File: config.mk
export PLATFORM = sky130hd
export DESIGN_NAME = seq_calc_bcd
export DESIGN_NICKNAME = d
export VERILOG_FILES = /design/src/rtl/seq_calc_bcd.sv
export SDC_FILE = /design/constraint.sdc
export NUM_CORES = 1
export LEC_CHECK = 0
export ABC_AREA = 1
export CORE_UTILIZATION = 40
export DETAILED_ROUTE_END_ITERATION = 12
export PLACE_DENSITY = 0.58
export SYNTH_ARGS = -nofsm -noshare
export SYNTH_HDL_FRONTEND = slang
export SYNTH_SLANG_ARGS = --single-unit
File: constraint.sdc
create_clock -name clk -period 2.2 [get_ports clk]
set_input_delay 0.33 -clock clk [delete_from_list [all_inputs] [get_ports clk]]
set_output_delay 0.33 -clock clk [all_outputs]
set_load 0.02 [all_outputs]
File: src/rtl/seq_calc_bcd.sv
// Sequential add/sub/pass/multiply calculator with a multi-cycle double-dabble BCD converter.
// Define CALC_MUL_EN to build the shift-add multiplier; otherwise op 11 reports overflow with a zero result.
module seq_calc_bcd #(
    parameter int unsigned W      = 8,
    parameter int unsigned DIGITS = 5
) (
    input  logic                  clk,
    input  logic                  rst_n,
    input  logic                  start,
    input  logic [W-1:0]          X,
    input  logic [W-1:0]          Y,
    input  logic [1:0]            op_sel,
    output logic                  busy,
    output logic                  valid,
    output logic [4*DIGITS-1:0]   bcd,
    output logic                  negative,
    output logic                  overflow,
    output logic                  carry_out
);

    localparam int unsigned RW = 2 * W;
    localparam int unsigned BW = 4 * DIGITS;
    localparam int unsigned CW = $clog2(RW + 1);

    localparam logic [CW-1:0] LAST_CONV = CW'(RW - 1);
    localparam logic [RW-1:0] ONE_R     = {{(RW-1){1'b0}}, 1'b1};

    typedef enum logic [1:0] {
        IDLE = 2'd0,
        MUL  = 2'd1,
        CONV = 2'd2,
        DONE = 2'd3
    } state_t;

    state_t            state_q, state_d;
    logic [CW-1:0]     cnt_q, cnt_d;
    logic [RW-1:0]     mag_q, mag_d;
    logic [BW-1:0]     dig_q, dig_d;
    logic              neg_q, neg_d;
    logic              ovf_q, ovf_d;
    logic              cy_q, cy_d;

    logic              busy_q, busy_d;
    logic              valid_q, valid_d;
    logic [BW-1:0]     bcd_q, bcd_d;
    logic              negative_q, negative_d;
    logic              overflow_q, overflow_d;
    logic              carry_q, carry_d;

    // W-bit adder shared by add, subtract (X + ~Y + 1) and pass.
    logic [W-1:0]      b_opnd;
    logic              cin;
    logic [W:0]        sum;
    logic [W-1:0]      res;
    logic [RW-1:0]     res_ext;
    logic [RW-1:0]     res_mag;
    logic              add_ovf;

    always_comb begin
        b_opnd  = (op_sel == 2'b01) ? ~Y : Y;
        cin     = (op_sel == 2'b01);
        sum     = {1'b0, X} + {1'b0, b_opnd} + {{W{1'b0}}, cin};
        res     = (op_sel == 2'b10) ? X : sum[W-1:0];
        res_ext = {{W{res[W-1]}}, res};
        res_mag = res[W-1] ? (~res_ext + ONE_R) : res_ext;
        add_ovf = (X[W-1] == b_opnd[W-1]) && (sum[W-1] != X[W-1]);
    end

`ifdef CALC_MUL_EN
    localparam logic [CW-1:0] LAST_MUL = CW'(W - 1);
    localparam logic [RW-1:0] HALF     = {{W{1'b0}}, 1'b1, {(W-1){1'b0}}};

    logic [W-1:0]      mcand_q, mcand_d;
    logic [RW-1:0]     prod_q, prod_d;
    logic              msign_q, msign_d;
    logic [W-1:0]      abs_x, abs_y;
    logic [W:0]        partial;
    logic [RW-1:0]     prod_step;

    // Right-shifting product register: upper half accumulates, lower half holds the remaining multiplier bits.
    always_comb begin
        abs_x     = X[W-1] ? (~X + W'(1)) : X;
        abs_y     = Y[W-1] ? (~Y + W'(1)) : Y;
        partial   = {1'b0, prod_q[RW-1:W]} + {1'b0, (prod_q[0] ? mcand_q : {W{1'b0}})};
        prod_step = {partial, prod_q[W-1:1]};
    end
`endif

    function automatic logic [BW-1:0] dd_adjust(input logic [BW-1:0] v);
        logic [BW-1:0] r;
        r = v;
        for (int unsigned i = 0; i < DIGITS; i++) begin
            if (r[4*i +: 4] >= 4'd5) begin
                r[4*i +: 4] = r[4*i +: 4] + 4'd3;
            end
        end
        return r;
    endfunction

    logic [BW-1:0] dig_adj;
    logic [BW-1:0] dig_next;

    always_comb begin
        dig_adj  = dd_adjust(dig_q);
        dig_next = {dig_adj[BW-2:0], mag_q[RW-1]};
    end

    always_comb begin
        state_d    = state_q;
        cnt_d      = cnt_q;
        mag_d      = mag_q;
        dig_d      = dig_q;
        neg_d      = neg_q;
        ovf_d      = ovf_q;
        cy_d       = cy_q;
        valid_d    = 1'b0;
        bcd_d      = bcd_q;
        negative_d = negative_q;
        overflow_d = overflow_q;
        carry_d    = carry_q;
`ifdef CALC_MUL_EN
        mcand_d    = mcand_q;
        prod_d     = prod_q;
        msign_d    = msign_q;
`endif

        case (state_q)
            IDLE, DONE: begin
                state_d = IDLE;
                if (start) begin
                    cnt_d = '0;
                    dig_d = '0;
                    case (op_sel)
                        2'b00, 2'b01: begin
                            mag_d   = res_mag;
                            neg_d   = res[W-1];
                            ovf_d   = add_ovf;
                            cy_d    = sum[W];
                            state_d = CONV;
                        end
                        2'b10: begin
                            mag_d   = res_mag;
                            neg_d   = res[W-1];
                            ovf_d   = 1'b0;
                            cy_d    = 1'b0;
                            state_d = CONV;
                        end
                        default: begin
`ifdef CALC_MUL_EN
                            mcand_d = abs_x;
                            prod_d  = {{W{1'b0}}, abs_y};
                            msign_d = X[W-1] ^ Y[W-1];
                            state_d = MUL;
`else
                            mag_d   = '0;
                            neg_d   = 1'b0;
                            ovf_d   = 1'b1;
                            cy_d    = 1'b0;
                            state_d = CONV;
`endif
                        end
                    endcase
                end
            end
`ifdef CALC_MUL_EN
            MUL: begin
                prod_d = prod_step;
                cnt_d  = cnt_q + CW'(1);
                if (cnt_q == LAST_MUL) begin
                    // |R| is the product itself; the signed range test is done on the magnitude.
                    cnt_d   = '0;
                    mag_d   = prod_step;
                    neg_d   = msign_q && (prod_step != '0);
                    ovf_d   = neg_d ? (prod_step > HALF) : (prod_step >= HALF);
                    cy_d    = 1'b0;
                    state_d = CONV;
                end
            end
`endif
            CONV: begin
                mag_d = mag_q << 1;
                dig_d = dig_next;
                cnt_d = cnt_q + CW'(1);
                if (cnt_q == LAST_CONV) begin
                    cnt_d      = '0;
                    state_d    = DONE;
                    valid_d    = 1'b1;
                    bcd_d      = dig_next;
                    negative_d = neg_q;
                    overflow_d = ovf_q;
                    carry_d    = cy_q;
                end
            end
            default: begin
                state_d = IDLE;
            end
        endcase

        busy_d = (state_d == MUL) || (state_d == CONV);
    end

    always_ff @(posedge clk or negedge rst_n) begin
        if (!rst_n) begin
            state_q    <= IDLE;
            cnt_q      <= '0;
            mag_q      <= '0;
            dig_q      <= '0;
            neg_q      <= 1'b0;
            ovf_q      <= 1'b0;
            cy_q       <= 1'b0;
            busy_q     <= 1'b0;
            valid_q    <= 1'b0;
            bcd_q      <= '0;
            negative_q <= 1'b0;
            overflow_q <= 1'b0;
            carry_q    <= 1'b0;
        end else begin
            state_q    <= state_d;
            cnt_q      <= cnt_d;
            mag_q      <= mag_d;
            dig_q      <= dig_d;
            neg_q      <= neg_d;
            ovf_q      <= ovf_d;
            cy_q       <= cy_d;
            busy_q     <= busy_d;
            valid_q    <= valid_d;
            bcd_q      <= bcd_d;
            negative_q <= negative_d;
            overflow_q <= overflow_d;
            carry_q    <= carry_d;
        end
    end

`ifdef CALC_MUL_EN
    always_ff @(posedge clk or negedge rst_n) begin
        if (!rst_n) begin
            mcand_q <= '0;
            prod_q  <= '0;
            msign_q <= 1'b0;
        end else begin
            mcand_q <= mcand_d;
            prod_q  <= prod_d;
            msign_q <= msign_d;
        end
    end
`endif

    assign busy      = busy_q;
    assign valid     = valid_q;
    assign bcd       = bcd_q;
    assign negative  = negative_q;
    assign overflow  = overflow_q;
    assign carry_out = carry_q;

endmodule

==> results.toml, run 1 <==
[status]
status = "complete, no violations"

[critical_path]
crit_end = "mag_q[5]$_DFFE_PN0P_"
crit_arrival_ps = 2340
cp-start-kind = "input port"
r2r-end = "mag_q[7]$_DFFE_PN0P_"
r2r_cells = 8
crit_path_end_kind = "flip-flop"
rr_startpoint = "state_q[0]$_DFF_PN0_"
startpoint = "Y[0]"
worstPathMaxFanout = 3
r2r_setup_slack_ps = 410
path_class = "input port to flip-flop"
required_ps = 2440

[final_layout]
fillers = 969
antennaDiodeCount = 0
finalInstanceArea_mm2 = 0.00519
drive_gt1_frac = 0.162
area_growth_pct = 29.2
nets = 624

[floorplanning]
start_util = 0.411
rows = 36
core_area_mm2 = 0.00977
die_h_um = 102
ios = 46
die-area_mm2 = 0.0105
die_width_um = 102

[clocking]
cts_tree = "built"
ctsRootBufferMaster = "clkbuf_8"
clk_pin_slew_worst_paths_ps = 70
insertion_delay_ps = 350
clock_sinks = 71
numCtsBuffers = 9
cts_buffer_depth = 2
h-tree-depth = 3

[timing]
fmax_ghz = 0.477
fin_crit_ps = 2100
worst_pin_slew_ps = 500
setup_viol = 0
fin_crit_sh = 0.954
rsz0062_at_grt = "no"
slew_headroom = 0.667
report.final.slew_viol_count = 0
final_hold_viol_count = 0
fin_ws_ps = 102
clock_skew_ps = 7.30

[global_route]
grt_max_degree = 52
antenna_found_initial = 0
grt_pass1_wl_um = 14300
first_global_vias = 3277
track_usage = 0.177
gr-total-overflow = 0

[power]
ir_drop_v = 0.000360
pwr_density_cell_mw_per_mm2 = 905
leakage_nw = 2.57

[drt]
dr.pass1.iters = 5
drcViolationCount = 0
route.vias.total = 3412
drt_iter0_drc = 90
avgRoutedWirePerCell_um = 11.7
drt-total-wl_um = 8380
postRouteAntennaNets = 0
avgViaCountPerCell = 4.75

[synth]
synth.ff_latch_count = 71
syn_area_mm2 = 0.00402
postSynthNetCount = 542
seq_area_frac_synth = 0.442
syn_avg_cell_area_um2 = 8.06
yosysWarnings = 0
syn-instance-count = 499
synthDistinctLibCells = 36

[placed_design]
placed_cell_area_mm2 = 0.00485
io_buffer_count = 45
dp_slack_ps = -612
place.gp.congestion = 0.810
dp_hpwl_um = 6360

[job]
max_cap_violations = 0

[worst_hold_path]
hp-class = "input port to flip-flop"
-- area by class of cell --
cell class / instances / area (µm²) / share of cell area
flip-flops and latches: 71 / 1780 / 0.342
repair buffers: 84 / 739 / 0.142
inverters: 84 / 315 / 0.0607
clock buffers: 11 / 151 / 0.0292
well taps: 133 / 166 / 0.0320
multi-input cells: 331 / 1920 / 0.369
clock inverters: 5 / 128 / 0.0246
-- kinds of logic (layout without fill, tap and decap cells) --
| kind of cell | after synthesis | after routing | share of synthesized area |
|---|---|---|---|
| AND/OR/NAND/NOR | 196 | 196 | 0.212 |
| multiplexers | 1 | 1 | 0.00560 |
| AO/OA/AOI/OAI | 93 | 93 | 0.133 |
| XOR/XNOR | 19 | 19 | 0.0414 |
| buffers and inverters | 97 | 184 | 0.0955 |
| flip-flops | 71 | 71 | 0.442 |
| adder cells (fa/ha/maj) | 22 | 22 | 0.0703 |
-- flip-flops by register name (all words and copies together), names as in the netlist, 2 cells and up --
register and count:
state_q 2, cnt_q 5, dig_q 20, bcd 20, mag_q 16
-- through the flow --
stage | instances | utilization | TNS (ps) | hold WS [ps] | total power, mW
floorplan | 499 | - | 0 | 34.4 | 2.75
global placement | 699 | 0.496 | -4740 | 331 | 3.27
detailed placement | 699 | 0.496 | -5300 | 331 | 3.30
CTS | 717 | 0.529 | 0 | 408 | 4.75
global route | 719 | 0.531 | 0 | 286 | 5.01
finish | 719 | 0.531 | 0 | 283 | 4.70
-- routing by layer --
| metal | up-vias | global-route usage | part of all wire |
|---|---|---|---|
| met5 | - | 0 | 0 |
| met4 | 0 | 0.0527 | 0.010 |
| met3 | 7 | 0.0390 | 0.033 |
| met2 | 66 | 0.320 | 0.51 |
| met1 | 1585 | 0.209 | 0.45 |
| li1 | 1754 | - | - |
-- report_power, final --
group / internal [mW] / switching (mW) / total, mW
Clock: 0.930 / 0.482 / 1.41
Combinational: 0.642 / 1.05 / 1.70
Sequential: 1.50 / 0.0887 / 1.59
-- synth_stat cells --
library cell	count	share of area
o21ai_4	1	0.0040
nand2_1	141	0.13
mux2i_4	1	0.0056
nand2_4	2	0.0056
and2_2	1	0.0019
inv_1	80	0.075
nand4_1	3	0.0047
nand2_2	6	0.0093
clkbuf_1	7	0.0065
a21boi_0	1	0.0019
or2_2	2	0.0031
a31oi_1	1	0.0016
o21ai_0	36	0.045
nor3_1	1	0.0012
o32ai_1	1	0.0022
a21oi_1	22	0.027
nor2_4	2	0.0056
xor2_1	12	0.026
buf_6	2	0.0056
o21ai_2	2	0.0044
o21bai_2	1	0.0028
o31ai_1	1	0.0019
nor2_2	1	0.0016
nand3_2	4	0.010
inv_2	4	0.0037
buf_2	4	0.0050
o22ai_1	22	0.034
o21ai_1	3	0.0037
ha_1	21	0.065
dfrtp_1	71	0.44
xnor2_1	7	0.015
nor2_1	11	0.010
o22a_1	1	0.0022
a211oi_1	1	0.0019
nand3_1	22	0.027
fa_1	1	0.0050
-- worst max-delay path: stages --
cell           delay, ps
dlygate4sd2_1        260
inv_1                100
nand2_4               50
and2_2               180
fa_2                 390
or2_2                300
nand3_1               80
o21ai_2               80
inv_2                 70
nand3_2               90
nor2_2               130
nand2_1               80
nand2_1               60
nand2_1               40
nand3_1               60
nand2_1               50
-- repair_timing --
item / CTS / global route
endpoints found under the setup margin: 9 / 8
setup buffers: 1 / 2
hold buffers: 1 / 0
pin swaps: 5 / 4
resized for setup: 11 / 11
gates cloned: 0 / 0
endpoints found under the hold margin: 20 / 0
-- cells in the final DEF (no fill, tap or decap), types with 2 or more instances in the layout --
cell	instances
inv_1	77
dfrtp_1	71
nand3_1	22
nand3_2	4
nand2_1	140
o21ai_2	2
a21oi_1	22
clkbuf_2	2
nand2_2	6
nand2_4	2
xnor2_1	6
o21ai_0	35
nor2_4	2
clkbuf_8	11
bufinv_16	4
inv_2	7
o22ai_1	22
buf_4	37
ha_1	20
nor2_1	9
nand4_1	3
dlygate4sd2_1	3
or2_2	2
o21ai_1	4
nor2_2	3
clkdlybuf4s50_1	39
xor2_1	12
-- worst min path at each step --
| stage | start | end | depth (start not counted) |
|---|---|---|---|
| 2_1_floorplan | rst_n | bcd[0]$_DFFE_PN0P_ | 0 |
| 3_3_place_gp | rst_n | bcd[18]$_DFFE_PN0P_ | 1 |
| 3_5_place_dp | rst_n | bcd[18]$_DFFE_PN0P_ | 1 |
| 4_1_cts | op_sel[1] | cy_q$_DFFE_PN0P_ | 3 |
| 5_1_grt | op_sel[1] | cy_q$_DFFE_PN0P_ | 3 |
| 6_report | op_sel[1] | cy_q$_DFFE_PN0P_ | 3 |
Power figures use the tool's default switching activity.
==> inputs of run 2 (changes only) <==
--- a/config.mk
+++ b/config.mk
@@ -6,6 +6,7 @@
 export NUM_CORES = 1
 export LEC_CHECK = 0
 export ABC_AREA = 1
+export CAP_MARGIN = 0
 export CORE_UTILIZATION = 40
 export DETAILED_ROUTE_END_ITERATION = 12
 export PLACE_DENSITY = 0.58
==> results of run 2 <==
Same layout as run 1: the final DEF is identical, and so are final timing and power.
